`src/rtl/unsigned_shift_add_multiplier.sv`:
```
// ---------------------------------------------------------------------------
// unsigned_shift_add_multiplier
//
// Sequential radix-2 unsigned multiplier. An accepted start latches operand A
// into an internal register and loads the multiplier B into the low half of
// the product register. Each CALC cycle conditionally adds A into the high
// half and shifts the whole product right by one, keeping the adder carry.
// WIDTH iterations later the exact 2*WIDTH-bit product is left in place.
//
// Ports
//   clk           in   single clock, rising edge
//   rst           in   synchronous active-high reset
//   start         in   begin a multiply (honoured in IDLE and DONE only)
//   multiplicand  in   WIDTH-bit operand A, sampled at the accepting edge
//   multiplier    in   WIDTH-bit operand B, sampled at the accepting edge
//   product       out  2*WIDTH-bit result register (valid from done onward)
//   busy          out  high exactly while iterating (CALC)
//   done          out  one-cycle pulse while in DONE
//   state_o       out  debug view of the FSM state register
//
// Handshake: start is a level sampled on each rising clk edge. It is
// accepted only when busy=0 (IDLE or DONE); in CALC it is ignored, never
// queued. done is a single-cycle strobe; product is stable from the done
// cycle until the next accepting edge.
// ---------------------------------------------------------------------------
module unsigned_shift_add_multiplier #(
  parameter int WIDTH = 32
) (
  input  logic               clk,
  input  logic               rst,
  input  logic               start,
  input  logic [WIDTH-1:0]   multiplicand,
  input  logic [WIDTH-1:0]   multiplier,
  output logic [2*WIDTH-1:0] product,
  output logic               busy,
  output logic               done,
  output logic [1:0]         state_o
);

  // Iteration counter is wide enough to hold WIDTH itself.
  localparam int CW = $clog2(WIDTH) + 1;
  localparam logic [CW-1:0] LAST_ITER = CW'(WIDTH - 1);

  typedef enum logic [1:0] {
    IDLE = 2'd0,
    CALC = 2'd1,
    DONE = 2'd2
  } state_t;

  state_t             state_q, state_d;
  logic [WIDTH-1:0]   mcand_q, mcand_d;
  logic [2*WIDTH-1:0] product_q, product_d;
  logic [CW-1:0]      count_q, count_d;

  // One shift-add step: the adder is WIDTH+1 bits so its carry becomes the
  // new MSB of the product after the right shift; nothing is ever dropped.
  logic [WIDTH:0]     addend;
  logic [WIDTH:0]     sum;

  always_comb begin
    addend = '0;
    if (product_q[0]) begin
      addend = {1'b0, mcand_q};
    end
    sum = {1'b0, product_q[2*WIDTH-1:WIDTH]} + addend;
  end

  // Next-state and datapath control.
  always_comb begin
    state_d   = state_q;
    mcand_d   = mcand_q;
    product_d = product_q;
    count_d   = count_q;

    unique case (state_q)
      IDLE, DONE: begin
        if (start) begin
          mcand_d   = multiplicand;
          product_d = {{WIDTH{1'b0}}, multiplier};
          count_d   = '0;
          state_d   = CALC;
        end else if (state_q == DONE) begin
          state_d = IDLE;
        end
      end

      CALC: begin
        product_d = {sum, product_q[WIDTH-1:1]};
        count_d   = count_q + 1'b1;
        // This edge performs iteration number WIDTH.
        if (count_q == LAST_ITER) begin
          state_d = DONE;
        end
      end

      default: begin
        state_d = IDLE;
      end
    endcase
  end

  always_ff @(posedge clk) begin
    if (rst) begin
      state_q   <= IDLE;
      mcand_q   <= '0;
      product_q <= '0;
      count_q   <= '0;
    end else begin
      state_q   <= state_d;
      mcand_q   <= mcand_d;
      product_q <= product_d;
      count_q   <= count_d;
    end
  end

  // Outputs decode straight from registers, so they move only on clk edges.
  assign product = product_q;
  assign busy    = (state_q == CALC);
  assign done    = (state_q == DONE);
  assign state_o = state_q;

endmodule

```
`config.mk`:
```
export PLATFORM = sky130hd
export DESIGN_NAME = unsigned_shift_add_multiplier
export DESIGN_NICKNAME = d
export VERILOG_FILES = /design/src/rtl/unsigned_shift_add_multiplier.sv
export SDC_FILE = /design/constraint.sdc
export NUM_CORES = 1
export LEC_CHECK = 0
export CAP_MARGIN = 0
export CORE_ASPECT_RATIO = 0.6
export CORE_MARGIN = 2
export CORE_UTILIZATION = 45
export DETAILED_ROUTE_END_ITERATION = 6
export GPL_TIMING_DRIVEN = 0
export HOLD_SLACK_MARGIN = 0.15
export MAX_ROUTING_LAYER = met4
export PLACE_DENSITY = 0.84
export SLEW_MARGIN = 30
export SYNTH_ARGS = -nofsm -noshare
export SYNTH_HDL_FRONTEND = slang
export SYNTH_SLANG_ARGS = --single-unit
export TNS_END_PERCENT = 5
```
`constraint.sdc`:
```
create_clock -name clk -period 3.6 [get_ports clk]
set_clock_uncertainty 0.05 [all_clocks]
set_input_delay 0.72 -clock clk [delete_from_list [all_inputs] [get_ports clk]]
set_output_delay 0.72 -clock clk [all_outputs]
set_load 0.02 [all_outputs]
```
* Yosys cells after proc, flatten, opt, wreduce, memory -nomap -nowiden
Index checks and enable logic that the tools add are counted.
** Operators by class
- Equality and inequality tests :: 6
- Order comparisons :: 0
- Multiplexer cells :: 9
- $add $sub $neg :: 2
- Bitwise logic cells :: 0
- Div/mod/pow operators :: 0
- Shift-type cells :: 0
- $mul :: 0
- Reduce and logical (&&, ||, !) cells :: 6
** Operators by type and width (count)
- $pmux W64 S2 :: 1
- $mux W64 :: 1
- $add A32 B33 Y33 :: 1
- $mux W32 :: 1
- $pmux W6 S2 :: 1
- $add A6 B1 Y6 const B :: 1
- $eq A6 B5 Y1 const B :: 1
- $mux W2 :: 3
- $mux W6 :: 1
- $reduce_and A2 Y1 :: 3
- $pmux W2 S2 :: 1
- $ne A3 B3 Y1 const B :: 1
- $eq A2 B1 Y1 const B :: 1
- $eq A2 B2 Y1 const B :: 1
- $logic_not A2 Y1 :: 1
- $ne A2 B1 Y1 const B :: 1
- $ne A2 B2 Y1 const B :: 1
- $reduce_bool A2 Y1 :: 1
- $reduce_or A2 Y1 :: 1
** Word-level totals
- Memories :: 0
- ROM bits :: 0
- Bits in registers :: 104
- RAM bits :: 0
- Bits in latches :: 0
- Bits of input ports :: 67
- Word-level logic and storage cells :: 27

* Logic depth before layout (Yosys ltp)
- Depth after elaboration :: 4
- Mapped depth :: 11
- Depth with buffers taken out :: 11

* Worst setup path before layout
OpenSTA, ideal clock, no wires.
- Kind :: register to register
- From :: register product_q[0] (netlist: product[0])
- To :: register product_q[61] (netlist: product[61])
- Data required time :: 3.466 ns
- Clock period less this slack :: 2.730 ns
- Path slack :: 0.870 ns
- Arrival :: 2.596 ns
- Path buffers :: 1
- Cell stages (with the launch flop) :: 11
- Cells stage by stage :: dfxtp_1 clkbuf_1 nand2_1 fa_1 and2b_1 o2111ai_2 a21oi_1 o211ai_1 or2_0 and3_1 o31ai_2
** Between the ends
- Word-level cells in the longest chain between the ends :: 3
** Ends and longest elaborated chain
- start: declaration :: RTL line 52 : logic [2*WIDTH-1:0] product_q, product_d;
- start signal: assignment :: RTL line 111 : product_q <= product_d;
- $mux W32 :: RTL line 62 : if (product_q[0]) begin
- $add A32 B33 Y33 :: RTL line 65 : sum = {1'b0, product_q[2*WIDTH-1:WIDTH]} + addend;
- $pmux W64 S2 :: RTL line 75 : unique case (state_q)
No other way between the ends.
A chain may end at the register's enable or synchronous reset.

* Worst setup path after layout
- From :: register product_q[0] (netlist: product[0])
- To :: register product_q[63] (netlist: product[63])
The elaborated chain is that of the path after synthesis.

==> flow_summary.ini <==
[run_status]
status = completed

[setup_path]
critical_path.max_fanout = 10
r2r_setup_slack_ns = 0.27
r2r_end = product[63]
worstSetupPathType = reg2reg
worstPathArrival_ns = 3.55
crit_path_end_kind = flip-flop
rr_startpoint = product[0]
r2r_cells = 10
startpoint_type = flip-flop
cp.required_ns = 3.83

[die]
die_y_um = 92.2
dieArea_um2 = 13900
ioPinCount = 135
initial_core_util_pct = 45.8
die_w_um = 151
rows = 32
coreArea_um2 = 12700

[grt]
grt_max_degree = 20
grtUsageTotal_pct = 26.0
grt_pass1_wl_mm = 27.6
antenna_found_initial = 0
grt_pass1_vias = 5379
grt.overflow.total = 0

[timing]
relSlewSlack_pct = 44.0
setup_tns_ns = 0
finalMaxSlewViolations = 0
layout_min_cycle_time_ns = 3.33
final.setup.worst_slack_ns = 0.274
hold_viol = 0
fmax_ghz = 0.301
rsz0062_at_grt = false
tightest_slew_ns = 0.837
setup_viol = 0
whs_ns = 0.401
fin_crit_sh_pct = 92.4

[routing]
ant_nets = 0
drtIter0Drc = 503
num_vias = 5902
viasPerCell = 5.60
drc = 0
drt-total-wl_mm = 17.4
wl_per_cell_um = 16.5
first_pass_iters = 4

[synth]
synth_seq_cells = 104
async_reset_ff_share_pct = 0
synth.avg_cell_area_um2 = 7.93
synth_fp_nets = 836
synth_enable_flop_cells = 0
ys_types = 67
syn_area_um2 = 5830
syn-instance-count = 735
ys_seq_area_share_pct = 35.7
yosysWarnings = 0
ys.flop_type = dfxtp_1

[min_path]
min_from = mcand_q[15]
whs_endpoint = mcand_q[15]
hold_depth = 2
hold_class = reg2reg

[finish]
instances_no_fill = 1054
nNetsFinal = 980
drive_gt1_share_pct = 6.11
layout_common_cells = nand2_1 (146), clkdlybuf4s50_1 (133), dfxtp_1 (104)
fillers = 1135
syn2layout_area_growth_pct = 31.9
final_common_cell = nand2_1
antennaDiodeCount = 0

[cts]
postCtsSetupBuffers = 0
h-tree-depth = 3
cts_root_buf = clkbuf_16
ctsLongestPathBuffers = 2
clk_latency_ns = 0.35
tritoncts = built
numCtsBuffers = 9
ctsResizeCount = 0
cts.clk_slew.worst_paths_ns = 0.08
cts.sinks = 104
postCtsHoldBufs = 0

[place]
placed_cells = 1038
dp.final_hpwl_mm = 13.2
place.gp.congestion = 0.936
io_buffer_count = 133
place_ws_ns = 0.385

[pwr]
intPower_mw = 1.94
pwr-share-clk_pct = 38.7
seqPwrFrac_pct = 45.9
power_leakage_nw = 2.91
sw_frac_of_total_pct = 28.1
switching_power_uw = 759
combPwrFrac_pct = 15.4
power_density_nw_per_um2 = 351
ir_drop_uv = 254

[run]
cap_violations = 0
[metal layers]
metal  up-vias  track usage [%]  part of all wire [%]
met1      2728             38.5                    50
met4         0             4.52                  0.72
li1       2898                -                     -
met5         -                -                     0
met3        20             5.92                   9.0
met2       256             36.1                    40
[cell usage after synthesis (all sizes together), types with 14 or more instances]
cell type  number  share of area [%]
nand2         147                9.5
dfxtp         104                 36
a21oi          99                8.6
a22oi          38                4.9
nor2           35                2.3
clkbuf         34                2.2
o21ai          34                3.0
and2           33                3.5
ha             33                7.1
buf            16                2.0
nand4          14                1.6
xnor2          14                2.1
[through the flow]
| stage | total power [mW] | instance area [um^2] | utilization, % |
|---|---|---|---|
| detailed placement | 1.68 | 7380 | 58.0 |
| floorplan | 1.47 | 5830 | - |
| CTS | 2.71 | 7690 | 60.4 |
| global route | 2.81 | 7690 | 60.4 |
| finish | 2.70 | 7690 | 60.4 |
| global placement | 1.67 | 7370 | 57.9 |
[cell type report]
class / instances / area (um^2) / share of cell area [%]
Multi-Input combinational cell: 569 / 3460 / 45.0
Sequential cell: 104 / 2080 / 27.1
Timing Repair Buffer: 133 / 1330 / 17.3
Buffer: 50 / 245 / 3.19
Clock buffer: 9 / 225 / 2.93
Tap cell: 170 / 213 / 2.77
Clock inverter: 7 / 86.3 / 1.12
Inverter: 12 / 45.0 / 0.586
[state kept, by name, indices dropped and copies added (netlist names)]
| register | flops |
|---|---|
| mcand_q | 32 |
| state_o | 2 |
| count_q | 6 |
| product | 64 |
[cell families (layout without fill, tap and decap cells)]
logic type,count (synthesis),in the layout,synth area share (%)
AO/OA/AOI/OAI,237,237,26.4
XOR/XNOR,25,25,3.76
adder cells (fa/ha/maj),34,34,7.42
buffers and inverters,62,211,4.98
flip-flops,104,104,35.7
multiplexers,2,2,0.365
AND/OR/NAND/NOR,271,271,21.4
[critical path: stages, from the launching register on]
cell	delay, ns
dfxtp_1	0.49
clkbuf_1	0.37
nand2_1	0.17
fa_1	0.45
and2b_1	0.27
o2111ai_2	0.16
a211oi_2	0.28
o21ai_2	0.18
o41ai_2	0.51
nand4_1	0.16
o211ai_1	0.15
[power by group through the flow]
stage | clock, mW | combinational [mW] | sequential (mW)
final | 1.04 | 0.416 | 1.24
after global routing | 1.11 | 0.452 | 1.25
after CTS | 1.06 | 0.414 | 1.24
after detailed placement | 0 | 0.412 | 1.27
after global placement | 0 | 0.405 | 1.26
after floorplan | 0 | 0.177 | 1.29
[worst max path at each step]
stage | startpoint | endpoint | cells after the start
finish | product[0] | product[63] | 10
global route | product[0] | product[63] | 10
CTS | product[0] | product[63] | 10
detailed placement | product[0] | product[59] | 10
global placement | product[0] | product[59] | 10
floorplan | product[0] | product[61] | 10
Power figures use the tool's default switching activity.
